File: src/rtl/speck_decrypt_unit.sv
// speck_decrypt_unit: Speck32/64 decryption of a 64-bit ciphertext as two
// independent 32-bit blocks. The ciphertext and key are loaded one nibble at a
// time. Round keys are expanded on-chip into a 22-entry store. The plaintext is
// read back one nibble at a time.
//
// Ports:
//   clk_i          rising-edge clock
//   reset_1_ni     asynchronous active-low reset
//   wr_en_i        nibble write strobe (IDLE only)
//   wr_sel_i       0 = ciphertext register, 1 = key register
//   wr_addr_i      nibble index; nibble n = bits [4n+3:4n]
//   wr_data_i      nibble value
//   start_i        begin decryption (IDLE only)
//   add_to_read_i  plaintext nibble index
//   out_o          selected plaintext nibble (combinational)
//   busy_o         high during key expansion and decryption
//   done_o         one-cycle pulse when new plaintext is valid
module speck_decrypt_unit (
   input  logic       clk_i,
   input  logic       reset_1_ni,
   input  logic       wr_en_i,
   input  logic       wr_sel_i,
   input  logic [3:0] wr_addr_i,
   input  logic [3:0] wr_data_i,
   input  logic       start_i,
   input  logic [3:0] add_to_read_i,
   output logic [3:0] out_o,
   output logic       busy_o,
   output logic       done_o
);

   localparam int unsigned ROUNDS = 22;

   typedef enum logic [1:0] {StIdle, StExpand, StDecrypt, StDone} state_e;

   state_e      state_q, state_d;
   logic [4:0]  cnt_q, cnt_d;
   logic [63:0] ct_q, key_q;      // storage registers, persist across runs
   logic [63:0] wct_q;            // working copy of both blocks
   logic [15:0] kcur_q;           // k[i] during expansion
   logic [15:0] l0_q, l1_q, l2_q; // sliding window l[i], l[i+1], l[i+2]
   logic [15:0] rk_q [ROUNDS];
   logic [63:0] pt_q;

   logic        load_en, exp_en, dec_en, pt_en;
   logic [15:0] l_new, k_next, rk_sel;
   logic [31:0] dec_hi, dec_lo;

   // y' = ROR(y ^ x, 2); x' = ROL((x ^ k) - y', 7)
   function automatic logic [31:0] dec_round(input logic [31:0] blk, input logic [15:0] k);
      logic [15:0] t, yn, s, xn;
      t  = blk[15:0] ^ blk[31:16];
      yn = {t[1:0], t[15:2]};
      s  = (blk[31:16] ^ k) - yn;
      xn = {s[8:0], s[15:9]};
      return {xn, yn};
   endfunction

   assign l_new  = (kcur_q + {l0_q[6:0], l0_q[15:7]}) ^ {11'b0, cnt_q};
   assign k_next = {kcur_q[13:0], kcur_q[15:14]} ^ l_new;
   assign rk_sel = rk_q[cnt_q];
   assign dec_hi = dec_round(wct_q[63:32], rk_sel);
   assign dec_lo = dec_round(wct_q[31:0], rk_sel);
   assign out_o  = pt_q[{add_to_read_i, 2'b00} +: 4];

   always_comb begin
      state_d = state_q;
      cnt_d   = cnt_q;
      load_en = 1'b0;
      exp_en  = 1'b0;
      dec_en  = 1'b0;
      pt_en   = 1'b0;
      busy_o  = 1'b0;
      done_o  = 1'b0;
      unique case (state_q)
         StIdle: begin
            if (start_i) begin
               load_en = 1'b1;
               cnt_d   = 5'd0;
               state_d = StExpand;
            end
         end
         StExpand: begin
            busy_o = 1'b1;
            exp_en = 1'b1;
            if (cnt_q == 5'(ROUNDS - 2)) begin
               cnt_d   = 5'(ROUNDS - 1);
               state_d = StDecrypt;
            end else begin
               cnt_d = cnt_q + 5'd1;
            end
         end
         StDecrypt: begin
            busy_o = 1'b1;
            dec_en = 1'b1;
            if (cnt_q == 5'd0) begin
               pt_en   = 1'b1;
               state_d = StDone;
            end else begin
               cnt_d = cnt_q - 5'd1;
            end
         end
         StDone: begin
            done_o  = 1'b1;
            state_d = StIdle;
         end
         default: state_d = StIdle;
      endcase
   end

   always_ff @(posedge clk_i or negedge reset_1_ni) begin
      if (!reset_1_ni) begin
         state_q <= StIdle;
         cnt_q   <= 5'd0;
      end else begin
         state_q <= state_d;
         cnt_q   <= cnt_d;
      end
   end

   // A write in the start cycle lands here, while the run copies the old contents.
   always_ff @(posedge clk_i or negedge reset_1_ni) begin
      if (!reset_1_ni) begin
         ct_q  <= 64'd0;
         key_q <= 64'd0;
      end else if (state_q == StIdle && wr_en_i) begin
         if (wr_sel_i) key_q[{wr_addr_i, 2'b00} +: 4] <= wr_data_i;
         else          ct_q[{wr_addr_i, 2'b00} +: 4]  <= wr_data_i;
      end
   end

   always_ff @(posedge clk_i or negedge reset_1_ni) begin
      if (!reset_1_ni) begin
         wct_q  <= 64'd0;
         kcur_q <= 16'd0;
         l0_q   <= 16'd0;
         l1_q   <= 16'd0;
         l2_q   <= 16'd0;
         pt_q   <= 64'd0;
         for (int i = 0; i < ROUNDS; i++) rk_q[i] <= 16'd0;
      end else begin
         if (load_en) begin
            wct_q    <= ct_q;
            kcur_q   <= key_q[15:0];
            l0_q     <= key_q[31:16];
            l1_q     <= key_q[47:32];
            l2_q     <= key_q[63:48];
            rk_q[0]  <= key_q[15:0];
         end
         if (exp_en) begin
            l0_q                <= l1_q;
            l1_q                <= l2_q;
            l2_q                <= l_new;
            kcur_q              <= k_next;
            rk_q[cnt_q + 5'd1]  <= k_next;
         end
         if (dec_en) wct_q <= {dec_hi, dec_lo};
         if (pt_en)  pt_q  <= {dec_hi, dec_lo};
      end
   end

endmodule

File: config.mk
export PLATFORM = sky130hd
export DESIGN_NAME = speck_decrypt_unit
export DESIGN_NICKNAME = d
export VERILOG_FILES = /design/src/rtl/speck_decrypt_unit.sv
export SDC_FILE = /design/constraint.sdc
export NUM_CORES = 1
export LEC_CHECK = 0
export ABC_CLOCK_PERIOD_IN_PS = 6450
export CORE_ASPECT_RATIO = 1.4
export CORE_MARGIN = 5
export CORE_UTILIZATION = 55
export DETAILED_ROUTE_END_ITERATION = 12
export PLACE_DENSITY = 0.71
export SYNTH_ARGS = -nofsm -noshare
export SYNTH_HDL_FRONTEND = slang
export SYNTH_SLANG_ARGS = --single-unit
File: constraint.sdc
create_clock -name clk_i -period 6.45 [get_ports clk_i]
set_clock_uncertainty 0.15 [all_clocks]
set_input_delay 0.9675 -clock clk_i [delete_from_list [all_inputs] [get_ports clk_i]]
set_output_delay 0.9675 -clock clk_i [all_outputs]
set_load 0.02 [all_outputs]
==> results.cfg <==
[setup_path]
endpoint_kind = flop
startpoint_type = flop
critical_path_class = flop to flop
crit_required_ns = 6.76
critPathMaxStageDelay_ns = 0.90
crit_slowest_cell = dfrtp_4
crit_fanout = 69
cp.arrival_ns = 5.47
path_buf_inv = 2
crit_chain = buf_12 > mux2i_1 > o22ai_1 > a2111oi_2 > nor2_1 > xnor2_1 > ha_1 > inv_1 > fa_1 > a21o_1 > a211o_1 > a41oi_1 > o21ai_0 > xnor2_1 > o21ai_0
crit_family = compound AO/OA/AOI/OAI gates

[clocking]
ctsResizeCount = 0
cts_root_buf = clkbuf_16
cts_setup_buffers = 0
clock_latency_ns = 0.61
numCtsBuffers = 68
clock-sinks = 679
clk_pin_slew_ns = 0.07
cts_max_level = 3
cts_max_path_buffers = 3
hold_buffers = 0
cts_tree = done

[min_path]
min_path_type = input pin to asynchronous set/reset pin

[logic_synthesis]
synth-seq-cells = 679
synth.avg_cell_area_um2 = 10.7
syn_nets = 3162
synthMuxAreaShare_pct = 14.8
synth_top_family_by_area = multiplexers
ys.flop_type = dfrtp_1
synth-compound-area-share_pct = 14.1
yosys.area_share.simple_pct = 10.1
synth-edff-count = 0
ys_seq_area_share_pct = 51.7
synthAdderAreaFrac_pct = 2.54
syn_area_um2 = 32900
ys_types = 75
yosys_warnings = 0
synthCells = 3080
synthArstFlopShare_pct = 100
synth-xor-area-share_pct = 3.46

[floorplanning]
die_x_um = 217
start_util_pct = 55.2
die_area_um2 = 64800
core_um2 = 59500
die_height_um = 299
num_io_pins = 23
rows = 106

[global_route]
gr-total-overflow = 0
grt_pass1_vias = 23900
grt_first_pass_wirelength_um = 142000
grt_util_all_layers_pct = 28.4
antenna_found_initial = 0
grt_max_degree = 164

[layout]
drive_gt1_share_pct = 14.1
syn_to_final_growth_pct = 9.53
nets = 3078

[sta]
setup_ws_ns = 1.29
timing_hold_violations_final = 0
period_needed_ns = 5.16
finalSetupViolCount = 0
fin_setup_tns_ns = 0
rsz0062_at_grt = no
max_slew_margin_pct = 21.0
fin_crit_sh_pct = 80.0
max_slew.worst_pin.slew_ns = 1.18
drv_slew = 0
timing.fmax_ghz = 0.194

[routing]
drc = 0
drt-initial-drc-count = 2189
finalWirelength_um = 92100
drtPass1Iterations = 7
viasPerCell = 6.17
ant_nets = 0
vias = 23500
drt-wirelength-per-cell_um = 24.2

[run_status]
outcome = completed

[place]
gp_congestion = 0.917
port_buffers = 22
place_hpwl_um = 63300
pre_cts_slack_ns = 1.32

[run]
max-cap-violations = 0
==> routing by layer <==
layer  GRT usage [%]  share of wire, %  vias to the layer above
met2            47.8                50                      750
met4            16.4               6.8                        0
li1                -                 -                    10700
met5               0                 0                        -
met1            35.3                38                    11700
met3            3.89               5.0                      257
==> cell families (layout without fill, tap and decap cells) <==
logic type,count (synthesis),count (layout)
compound gates,817,817
xor+xnor,129,129
fa+ha+maj,65,65
buf+inv,256,219
flops,679,679
mux,346,346
other cells,0,1
simple gates,788,788
==> synthesized netlist by cell type, drive strengths merged (7+ instances only) <==
cell type / n / area (um2)
a21oi: 131 / 656
and3: 71 / 444
mux2: 134 / 1510
mux2i: 118 / 1240
nor3: 12 / 60.1
and2: 8 / 50.0
nand2: 544 / 2040
a31oi: 7 / 43.8
buf: 67 / 375
nor2b: 7 / 43.8
o21ai: 506 / 2530
clkbuf: 162 / 608
a211oi: 84 / 631
nand2b: 7 / 43.8
inv: 26 / 97.6
a2111oi: 11 / 153
o22ai: 13 / 87.6
mux4: 94 / 2120
xor2: 44 / 385
nand3: 37 / 185
nor2: 87 / 327
dfrtp: 679 / 17000
xnor2: 85 / 752
ha: 62 / 776
a21o: 13 / 97.6
==> layout by cell type, fill, tap and decap left out, types with 74 or more instances in the layout <==
| cell | instances |
|---|---|
| dfrtp_1 | 676 |
| nand2_1 | 543 |
| o21ai_1 | 273 |
| o21ai_0 | 233 |
| a21oi_1 | 131 |
| mux2_2 | 125 |
| mux2i_1 | 113 |
| mux4_2 | 94 |
| nor2_1 | 86 |
| a211oi_1 | 84 |
| xnor2_1 | 74 |
==> stage by stage <==
step | hold slack, ns | cell area [um2] | util (%) | cells
2_1_floorplan | 0.292 | 32900 | - | 3080
3_3_place_gp | 0.306 | 33800 | 56.7 | 3682
3_5_place_dp | 0.316 | 33800 | 56.7 | 3682
4_1_cts | 0.319 | 36000 | 60.5 | 3799
5_1_grt | 0.344 | 36000 | 60.5 | 3799
6_report | 0.273 | 36000 | 60.5 | 3800
==> worst reg2reg max path, cell delays in order (launching register included) <==
cell and delay (ns):
dfrtp_4 0.90, buf_12 0.53, mux2i_1 0.28, o22ai_1 0.13, a2111oi_2 0.46, nor2_1 0.23
xnor2_1 0.20, ha_1 0.20, inv_1 0.07, fa_1 0.43, a21o_1 0.22, a211o_1 0.32
a41oi_1 0.39, o21ai_0 0.18, xnor2_1 0.20, o21ai_0 0.12
==> final cells by class <==
type	count	area, um2
antenna	1	2.50
clock inverter	24	313
inverter	27	101
tap	756	946
clock buffer	93	1940
timing repair buffer	75	681
multi-input combinational	2145	15000
sequential	679	17000
fill	4790	23500
==> state kept, by name, indices dropped and copies added (netlist names) <==
name	count
key_q	64
ct_q	64
wct_q	64
kcur_q	16
l0_q	16
state_q	2
pt_q	64
cnt_q	5
rk_q	352
l1_q	16
l2_q	16
==> final timing paths <==
check                                          start               endpoint  slack, ns  depth (start not counted)
max in group asynchronous                 reset_1_ni  rk_q[203]$_DFFE_PN0P_       4.34                          2
worst min-delay path                      reset_1_ni    pt_q[5]$_DFFE_PN0P_       0.27                          1
worst max register to register  cnt_q[0]$_DFFE_PN0P_   pt_q[19]$_DFFE_PN0P_       1.29                         15
worst max-delay path            cnt_q[0]$_DFFE_PN0P_   pt_q[19]$_DFFE_PN0P_       1.29                         15
worst min register to register  rk_q[45]$_DFFE_PN0P_   rk_q[45]$_DFFE_PN0P_       0.33                          2
min in group clk_i              rk_q[45]$_DFFE_PN0P_   rk_q[45]$_DFFE_PN0P_       0.33                          2
Power is left out: the tool's default activity adds up to more than one toggle a clock period on the data nets, which glitch-free logic cannot reach.
==> patch, RTL diff (same settings) <==
Encoding of `state_e`: now one-hot (4 bits for 4 states).
--- a/src/rtl/speck_decrypt_unit.sv
+++ b/src/rtl/speck_decrypt_unit.sv
@@ -32,5 +32,5 @@
    localparam int unsigned ROUNDS = 22;
 
-   typedef enum logic [1:0] {StIdle, StExpand, StDecrypt, StDone} state_e;
+   typedef enum logic [3:0] {StIdle = 4'b0001, StExpand = 4'b0010, StDecrypt = 4'b0100, StDone = 4'b1000} state_e;
 
    state_e      state_q, state_d;
Function: same outputs for any inputs over 4 cycles, from zero or initial values and one cycle with reset_1_ni low; so few cycles prove little.
==> patch against the original RTL <==
  * Count of clock-buffer cells in the layout unchanged
  * Cell area down 1.1%
  * Routed wire length up 0.80%
  * First-iteration DRC count down 0.46%
  * Synthesized cell count up 1.9%
  * Cell count up 1.4%
  * Area after synthesis down 1.2%
  * Core utilization up 0.34 points
  * Sequential cell count up 2
  * Worst setup slack worse by 0.24 ns
  * Highest routed layer unchanged
==> patch: results <==
metrics = {
    "outcome": {
        "status": "completed",
    },
    "setup_path": {
        "cpLargestDelayFamily": "compound AO/OA/AOI/OAI gates",
        "reg2reg_slack_ns": 1.05,
        "crit_fanout": 43,
        "startpoint": "cnt_q[0]$_DFFE_PN0P_",
        "r2r_cells": 14,
        "worst_path_max_delay_cell": "dfrtp_4",
        "endpoint": "pt_q[54]$_DFFE_PN0P_",
        "crit_arrival_ns": 5.70,
        "slowest_delay_ns": 0.96,
    },
    "timing": {
        "fin_crit_ns": 5.40,
        "whs_ns": 0.230,
        "tightestPinTransition_ns": 1.27,
    },
    "placement": {
        "post-place-ws_ns": 0.945,
        "place_area_sq_mm": 0.0333,
        "gp_routability_congestion": 0.966,
        "port_buffers": 22,
        "place_hpwl_microns": 64900,
        "dp.cells": 3729,
    },
    "global_routing": {
        "antenna_found_initial": 0,
        "met1_usage_pct": 36.3,
        "grt_max_degree": 169,
        "use_met2_pct": 48.7,
        "grt_first_pass_wirelength_microns": 144000,
        "grt_usage_pct": 28.9,
        "grtUsageMet3_pct": 3.73,
    },
    "final_layout": {
        "largest_register_ffs": 352,
        "top_register": "rk_q",
        "nFillCells": 4729,
        "drive_gt1_share_pct": 14.1,
    },
    "logic_synthesis": {
        "yosysWarnings": 0,
        "ys_top_cells_by_count": "dfrtp_1, nand2_1, o21ai_0, nor2_1, clkbuf_1",
        "synth_ff_type": "dfrtp_1",
        "ys_seq_area_share_pct": 52.4,
        "synth_cell_types": 71,
        "netlist_instances": 3139,
        "async_reset_ff_share_pct": 100,
        "synthTopCellsByArea": "dfrtp_1, nand2_1, o21ai_0",
        "synthesis.nets": 3216,
    },
    "detailed_routing": {
        "viasPerCell": 6.12,
        "vias": 23600,
        "firstDrtPassIters": 7,
        "drt_iter0_markers": 2179,
        "wl_per_cell_microns": 24.1,
    },
    "worst_hold_path": {
        "hp-class": "in2async",
    },
    "clocking": {
        "clock_path_buffers": 3,
        "cts_made_buffers": 68,
        "postCtsSetupBuffers": 0,
        "cts-resized-gates": 0,
        "path_clk_slew_ns": 0.06,
        "htreeDepth": 3,
    },
    "power": {
        "p_leak_nw": 16.0,
        "vdd_ir_drop_max_mv": 0.418,
    },
}
-- patch: cell count changes in the layout (fill, tap and decap cells not counted), moves of 63 or more --
| cell | before | now |
|---|---|---|
| o21ai_1 | 273 | 74 |
| nand2_1 | 543 | 651 |
| mux2i_1 | 113 | 38 |
| and3_1 | 71 | 8 |
| a211oi_1 | 84 | 5 |
| o21ai_0 | 233 | 453 |
| a21oi_1 | 131 | 55 |
| nor2_1 | 86 | 177 |
-- patch: logic make-up after synthesis --
kind of cell    after synthesis  synth area share [%]
compound gates              834                  15.3
xor+xnor                    129                  3.59
fa+ha+maj                    60                  2.38
buf+inv                     253                  3.36
flops                       681                  52.4
mux                         223                  10.9
simple gates                959                  12.1
-- patch: layout make-up --
| type | count | area [sq um] | area share (%) |
|---|---|---|---|
| diodes | 1 | 2.50 | 0.00702 |
| multi-input cells | 2205 | 14500 | 40.8 |
| clock inverters | 30 | 345 | 0.969 |
| clock buffers | 93 | 2030 | 5.70 |
| flip-flops and latches | 681 | 17000 | 47.8 |
| well taps | 749 | 937 | 2.63 |
| repair buffers | 73 | 671 | 1.88 |
| inverters | 21 | 78.8 | 0.221 |
-- patch: routing by layer --
layer,up-vias,part of all wire (%)
li1,10800,-
met1,11800,39
met2,768,50
met3,231,5.0
met4,0,6.5
met5,-,0
-- patch: report_power, final --
part	total, mW	internal (mW)	switching [mW]
registers	5.47	4.89	0.584
clock network	4.19	2.49	1.70
logic	7.78	2.51	5.27
